**config.mk**
```make
export PLATFORM = sky130hd
export DESIGN_NAME = bram_fifo_ctrl
export DESIGN_NICKNAME = d
export VERILOG_FILES = /design/src/rtl/bram_fifo_pkg.sv /design/src/rtl/bram_fifo_out_stage.sv /design/src/rtl/bram_fifo_ctrl.sv
export SDC_FILE = /design/constraint.sdc
export NUM_CORES = 1
export LEC_CHECK = 0
export ABC_CLOCK_PERIOD_IN_PS = 6600
export CAP_MARGIN = 10
export CORE_AREA = 2 2 85 87
export DETAILED_ROUTE_END_ITERATION = 8
export DIE_AREA = 0 0 87 89
export GPL_TIMING_DRIVEN = 0
export PLACE_DENSITY = 0.9
export SYNTH_ARGS = -nofsm -noshare
export SYNTH_HDL_FRONTEND = slang
export SYNTH_HIERARCHICAL = 1
export SYNTH_SLANG_ARGS = --single-unit
```
**constraint.sdc**
```tcl
create_clock -name clk -period 6.6 [get_ports clk]
set_input_delay 1.32 -clock clk [delete_from_list [all_inputs] [get_ports clk]]
set_output_delay 1.32 -clock clk [all_outputs]
set_load 0.02 [all_outputs]
```
**src/rtl/bram_fifo_pkg.sv**
```systemverilog
// rtl/bram_fifo_pkg.sv - geometry and types for the SB_RAM256x16 FIFO controller
package bram_fifo_pkg;
    localparam int RAM_AW    = 8;
    localparam int RAM_DW    = 16;
    localparam int RAM_DEPTH = 256;

    typedef logic [RAM_AW-1:0] ram_addr_t;
    typedef logic [RAM_DW-1:0] ram_word_t;
    typedef logic [RAM_AW:0]   fifo_cnt_t;

    localparam fifo_cnt_t MEM_FULL = fifo_cnt_t'(RAM_DEPTH);
    localparam fifo_cnt_t CAPACITY = fifo_cnt_t'(RAM_DEPTH + 2);
endpackage

```
**src/rtl/bram_fifo_out_stage.sv**
```systemverilog
// rtl/bram_fifo_out_stage.sv - 2-entry registered skid buffer fed by RAM read data
module bram_fifo_out_stage
    import bram_fifo_pkg::*;
(
    input  logic        clk,
    input  logic        rst,
    input  logic        clr,
    input  logic        inflight,
    input  ram_word_t   ram_rdata,
    input  logic        rd_ready,
    output logic        rd_valid,
    output ram_word_t   rd_data,
    output logic [1:0]  occupancy
);
    logic      out_v_q, out_v_d;
    logic      skid_v_q, skid_v_d;
    ram_word_t out_data_q, out_data_d;
    ram_word_t skid_data_q, skid_data_d;
    logic      pop;

    always_comb begin
        pop         = out_v_q && rd_ready;
        out_v_d     = out_v_q;
        skid_v_d    = skid_v_q;
        out_data_d  = out_data_q;
        skid_data_d = skid_data_q;
        if (pop) begin
            // skid always holds the older word, so it refills out before fresh RAM data
            if (skid_v_q) begin
                out_data_d = skid_data_q;
                if (inflight) skid_data_d = ram_rdata;
                else          skid_v_d    = 1'b0;
            end else if (inflight) begin
                out_data_d = ram_rdata;
            end else begin
                out_v_d = 1'b0;
            end
        end else if (inflight) begin
            if (!out_v_q) begin
                out_v_d    = 1'b1;
                out_data_d = ram_rdata;
            end else begin
                skid_v_d    = 1'b1;
                skid_data_d = ram_rdata;
            end
        end
    end

    always_ff @(posedge clk) begin
        if (rst || clr) begin
            out_v_q     <= 1'b0;
            skid_v_q    <= 1'b0;
            out_data_q  <= '0;
            skid_data_q <= '0;
        end else begin
            out_v_q     <= out_v_d;
            skid_v_q    <= skid_v_d;
            out_data_q  <= out_data_d;
            skid_data_q <= skid_data_d;
        end
    end

    assign rd_valid  = out_v_q;
    assign rd_data   = out_data_q;
    assign occupancy = {1'b0, out_v_q} + {1'b0, skid_v_q};
endmodule

```
**src/rtl/bram_fifo_ctrl.sv**
```systemverilog
// rtl/bram_fifo_ctrl.sv - SB_RAM256x16 sequenced as a 258-word FIFO; level port under BRAM_FIFO_LEVEL_EN
module bram_fifo_ctrl
    import bram_fifo_pkg::*;
(
    input  logic              clk,
    input  logic              rst,
    input  logic              clr,
    input  logic              wr_valid,
    input  logic [RAM_DW-1:0] wr_data,
    output logic              wr_ready,
    output logic              rd_valid,
    output logic [RAM_DW-1:0] rd_data,
    input  logic              rd_ready,
    output logic              ram_we,
    output logic              ram_wclke,
    output logic [RAM_AW-1:0] ram_waddr,
    output logic [RAM_DW-1:0] ram_wdata,
    output logic [RAM_DW-1:0] ram_mask,
    output logic              ram_re,
    output logic              ram_rclke,
    output logic [RAM_AW-1:0] ram_raddr,
    input  logic [RAM_DW-1:0] ram_rdata
`ifdef BRAM_FIFO_LEVEL_EN
    ,
    output logic [RAM_AW:0]   level
`endif
);
    ram_addr_t wptr_q, wptr_d;
    ram_addr_t rptr_q, rptr_d;
    fifo_cnt_t mem_cnt_q, mem_cnt_d;
    logic      inflight_q, inflight_d;
    logic      push, pop, issue, full, flush;
    logic [1:0] occupancy;
    logic [2:0] stage_used;

    bram_fifo_out_stage u_out_stage (
        .clk       (clk),
        .rst       (rst),
        .clr       (clr),
        .inflight  (inflight_q),
        .ram_rdata (ram_rdata),
        .rd_ready  (rd_ready),
        .rd_valid  (rd_valid),
        .rd_data   (rd_data),
        .occupancy (occupancy)
    );

    always_comb begin
        flush      = rst || clr;
        full       = (mem_cnt_q == MEM_FULL);
        wr_ready   = !rst && !full;
        push       = wr_valid && wr_ready && !clr;
        pop        = rd_valid && rd_ready;
        stage_used = {1'b0, occupancy} + {2'b00, inflight_q};
        // registered mem_cnt keeps a same-cycle push from being read back before it lands
        issue      = !flush && (mem_cnt_q != '0) && (stage_used < (3'd2 + {2'b00, pop}));

        wptr_d     = push  ? wptr_q + 8'd1 : wptr_q;
        rptr_d     = issue ? rptr_q + 8'd1 : rptr_q;
        mem_cnt_d  = mem_cnt_q + fifo_cnt_t'(push) - fifo_cnt_t'(issue);
        inflight_d = issue;

        ram_we     = push;
        ram_wclke  = push;
        ram_waddr  = wptr_q;
        ram_wdata  = wr_data;
        ram_mask   = '0;
        ram_re     = issue;
        ram_rclke  = issue;
        ram_raddr  = rptr_q;
    end

    always_ff @(posedge clk) begin
        if (flush) begin
            wptr_q     <= '0;
            rptr_q     <= '0;
            mem_cnt_q  <= '0;
            inflight_q <= 1'b0;
        end else begin
            wptr_q     <= wptr_d;
            rptr_q     <= rptr_d;
            mem_cnt_q  <= mem_cnt_d;
            inflight_q <= inflight_d;
        end
    end

`ifdef BRAM_FIFO_LEVEL_EN
    logic [RAM_AW+1:0] level_sum;
    always_comb begin
        level_sum = {1'b0, mem_cnt_q} + {8'd0, occupancy} + {9'd0, inflight_q};
        level     = (level_sum > {1'b0, CAPACITY}) ? CAPACITY : level_sum[RAM_AW:0];
    end
`endif
endmodule

```
==> impl_metrics.ini <==
[cells_and_area]
post-route-util_pct = 66.3
syn_to_final_growth_pct = 33.4
final_cells = 550
drive_above_1_share_pct = 20.0
finish.net_count = 520
diodes = 0

[cts]
clkLatencyLatePin_ns = 0.34
cts-hold-fix-buffers = 0
cts_tree = yes
cts_sinks = 60
cts_buffer_depth = 2
cts_buffers = 9
ctsResizeCount = 0
htree_levels = 3
clk_pin_slew_ns = 0.07
cts_root_buffer = clkbuf_8
postCtsSetupRepairBufs = 0

[route]
ant_nets = 0
routed_wl_um = 7840
drt_iter0_markers = 112
avgRoutedWirePerCell_um = 14.3
via_count = 3063
avgViaCountPerCell = 5.57
first_pass_iters = 4
route.detailed.drc = 0

[logic_synthesis]
synth_edf_count = 0
ys_seq_area_share_pct = 36.0
ys_seq_elements = 60
yosys_most_used_dff = dfxtp_1
synthDistinctLibCells = 59
syn_avg_cell_area_um2 = 9.15
yosys_warnings = 6
async_reset_ff_share_pct = 0
netlist_area_mm2 = 0.00334
syn_inst = 365

[sta]
fin_skew_ns = 0.00755
hold_viol_final = 0
setup_violations = 0
drv_slew = 0
max_clock_freq_ghz = 0.189
maxSlewHeadroom_pct = 63.7
period_needed_ns = 5.30
holdWs_ns = 0.475
grt_setup_unrepaired = false
fin_setup_tns_ns = 0
tightest_slew_ns = 0.544
period_share_pct = 80.3

[setup_path]
crit_path_start_kind = primary input
end_kind = output pin
cp_cell_sequence = clkdlybuf4s50_1 > or2_1 > buf_2 > clkbuf_1 > nor3_1 > buf_4 > clkdlybuf4s50_1
criticalPathCategory = primary input to output pin
crit_fanout = 10
required_ns = 5.28
crit_slowest_cell = clkdlybuf4s50_1
max_stage_delay_ns = 0.66
cp_common_cell = clkdlybuf4s50_1
cp_data_arrival_time_ns = 3.98

[power]
p_sw_uw = 430
vdd_drop_max_mv = 0.224
internal_power_uw = 815
swShare_pct = 34.6
pwr-share-clk_pct = 28.9
pwr-share-comb_pct = 37.5
powerDensity_mw_per_mm2 = 280
p_seq_share_pct = 33.6
power_uw = 1240
p_leak_uw = 0.00172

[placement]
hpwl_um = 5850
dpl.cell_count = 534
routabilityCongestion = 0.888
io_buffers = 74

[die]
io-pin-count = 107
start_util_pct = 49.7
rows = 30
die-area_mm2 = 0.00774
core-area_mm2 = 0.00672
die_y_um = 89
dieWidth_um = 87

[grt]
track_usage_pct = 21.3
grt_pass1_vias = 3015
grt-ovfl-total = 0
grt_max_degree = 13
antenna_found_initial = 0
grt_pass1_wl_um = 13200

[outcome]
status = finished, final reports clean

[run]
cap_viol_max_count = 0

[min_path]
hp-class = register to register
-- cells by family after synthesis --
logic type	synth area share (%)
adders and majority gates	6.97
muxes	1.80
DFF	36.0
xor gates and xnor gates	1.05
and+or+nand+nor	17.6
buffers and inverters	11.8
other	0.112
AOI/OAI and AO/OA	24.7
-- layout make-up --
type / instances / area [um2]
Multi-Input combinational cell: 257 / 1800
Buffer: 51 / 348
Inverter: 12 / 45.0
Clock inverter: 6 / 88.8
Tap cell: 80 / 100
Fill cell: 541 / 2270
Clock buffer: 10 / 128
Timing Repair Buffer: 74 / 741
Sequential cell: 60 / 1200
-- synthesized netlist by cell type, drive strengths merged (2+ instances only) --
library cell  count  area [um2]
nand4             2        12.5
o21a             17         128
mux2i             6        60.1
nor2             17        78.8
nand2b            4        25.0
or3               8        57.6
o21ai            25         136
a31oi             3        18.8
xor2              3        26.3
inv              12        45.0
nand3            23         115
and2              2        13.8
a211oi            3        22.5
nor3b             2        20.0
a21oi            13        65.1
o31ai             3        22.5
or2               2        12.5
dfxtp            60        1200
ha               17         213
nand2            15        56.3
nor2b             4        32.5
nor4              7        43.8
a21boi           17         128
buf              45         324
nor3              7        35.0
o21bai            3        22.5
o221a            16         180
or4               5        37.5
clkbuf            6        23.8
-- sequential cells by signal, indices dropped and copies added, names as in the netlist --
register,count
u_out_stage/rd_valid,1
u_out_stage/skid_data_q,16
mem_cnt_q,9
u_out_stage/rd_data,16
u_out_stage/skid_v_q,1
inflight_q,1
ram_raddr,8
ram_waddr,8
-- cell usage in the layout (no fill, tap or decap), types with 12 or more instances in the layout --
| cell | n |
|---|---|
| o221a_2 | 16 |
| inv_1 | 12 |
| o21ai_0 | 23 |
| nor2_1 | 15 |
| a21oi_1 | 13 |
| o21a_1 | 17 |
| buf_4 | 37 |
| nand2_1 | 15 |
| conb_1 | 16 |
| clkdlybuf4s50_1 | 74 |
| a21boi_0 | 14 |
| ha_1 | 17 |
| nand3_1 | 23 |
| dfxtp_1 | 60 |
-- through the flow --
step	setup slack, ns	cell area (um2)
3_3_place_gp	1.34	4240
2_1_floorplan	2.43	3390
5_1_grt	1.17	4450
3_5_place_dp	1.35	4240
4_1_cts	1.31	4450
6_report	1.30	4450
-- worst max-delay path: cells and delay by family --
kind                   cells  cell delay [ns]
buffers and inverters      5             1.86
and+or+nand+nor            2             0.79
-- worst paths after layout --
check / startpoint / endpoint / slack [ns] / cells past startpoint
max: clr / ram_re / 1.30 / 7
min: u_out_stage/skid_data_q[6] / u_out_stage/skid_data_q[6] / 0.47 / 2
max reg2reg: u_out_stage/rd_valid / mem_cnt_q[8] / 2.69 / 16
min reg2reg: u_out_stage/skid_data_q[6] / u_out_stage/skid_data_q[6] / 0.47 / 2
-- routing by layer --
| layer | part of all wire, % | GRT usage (%) | vias to the layer above |
|---|---|---|---|
| met2 | 52 | 38.9 | 114 |
| met3 | 6.4 | 7.11 | 8 |
| met1 | 41 | 23.2 | 1447 |
| met4 | 1.0 | 7.10 | 0 |
| met5 | 0 | 0 | - |
| li1 | - | - | 1494 |
-- power groups by stage --
stage	Sequential [uW]	Clock [uW]	Combinational [uW]
2_1_floorplan	438	0	317
3_3_place_gp	425	0	444
3_5_place_dp	427	0	460
4_1_cts	419	367	464
5_1_grt	423	382	518
6_report	419	359	467
No activity file was read; power rests on OpenSTA's default activity.
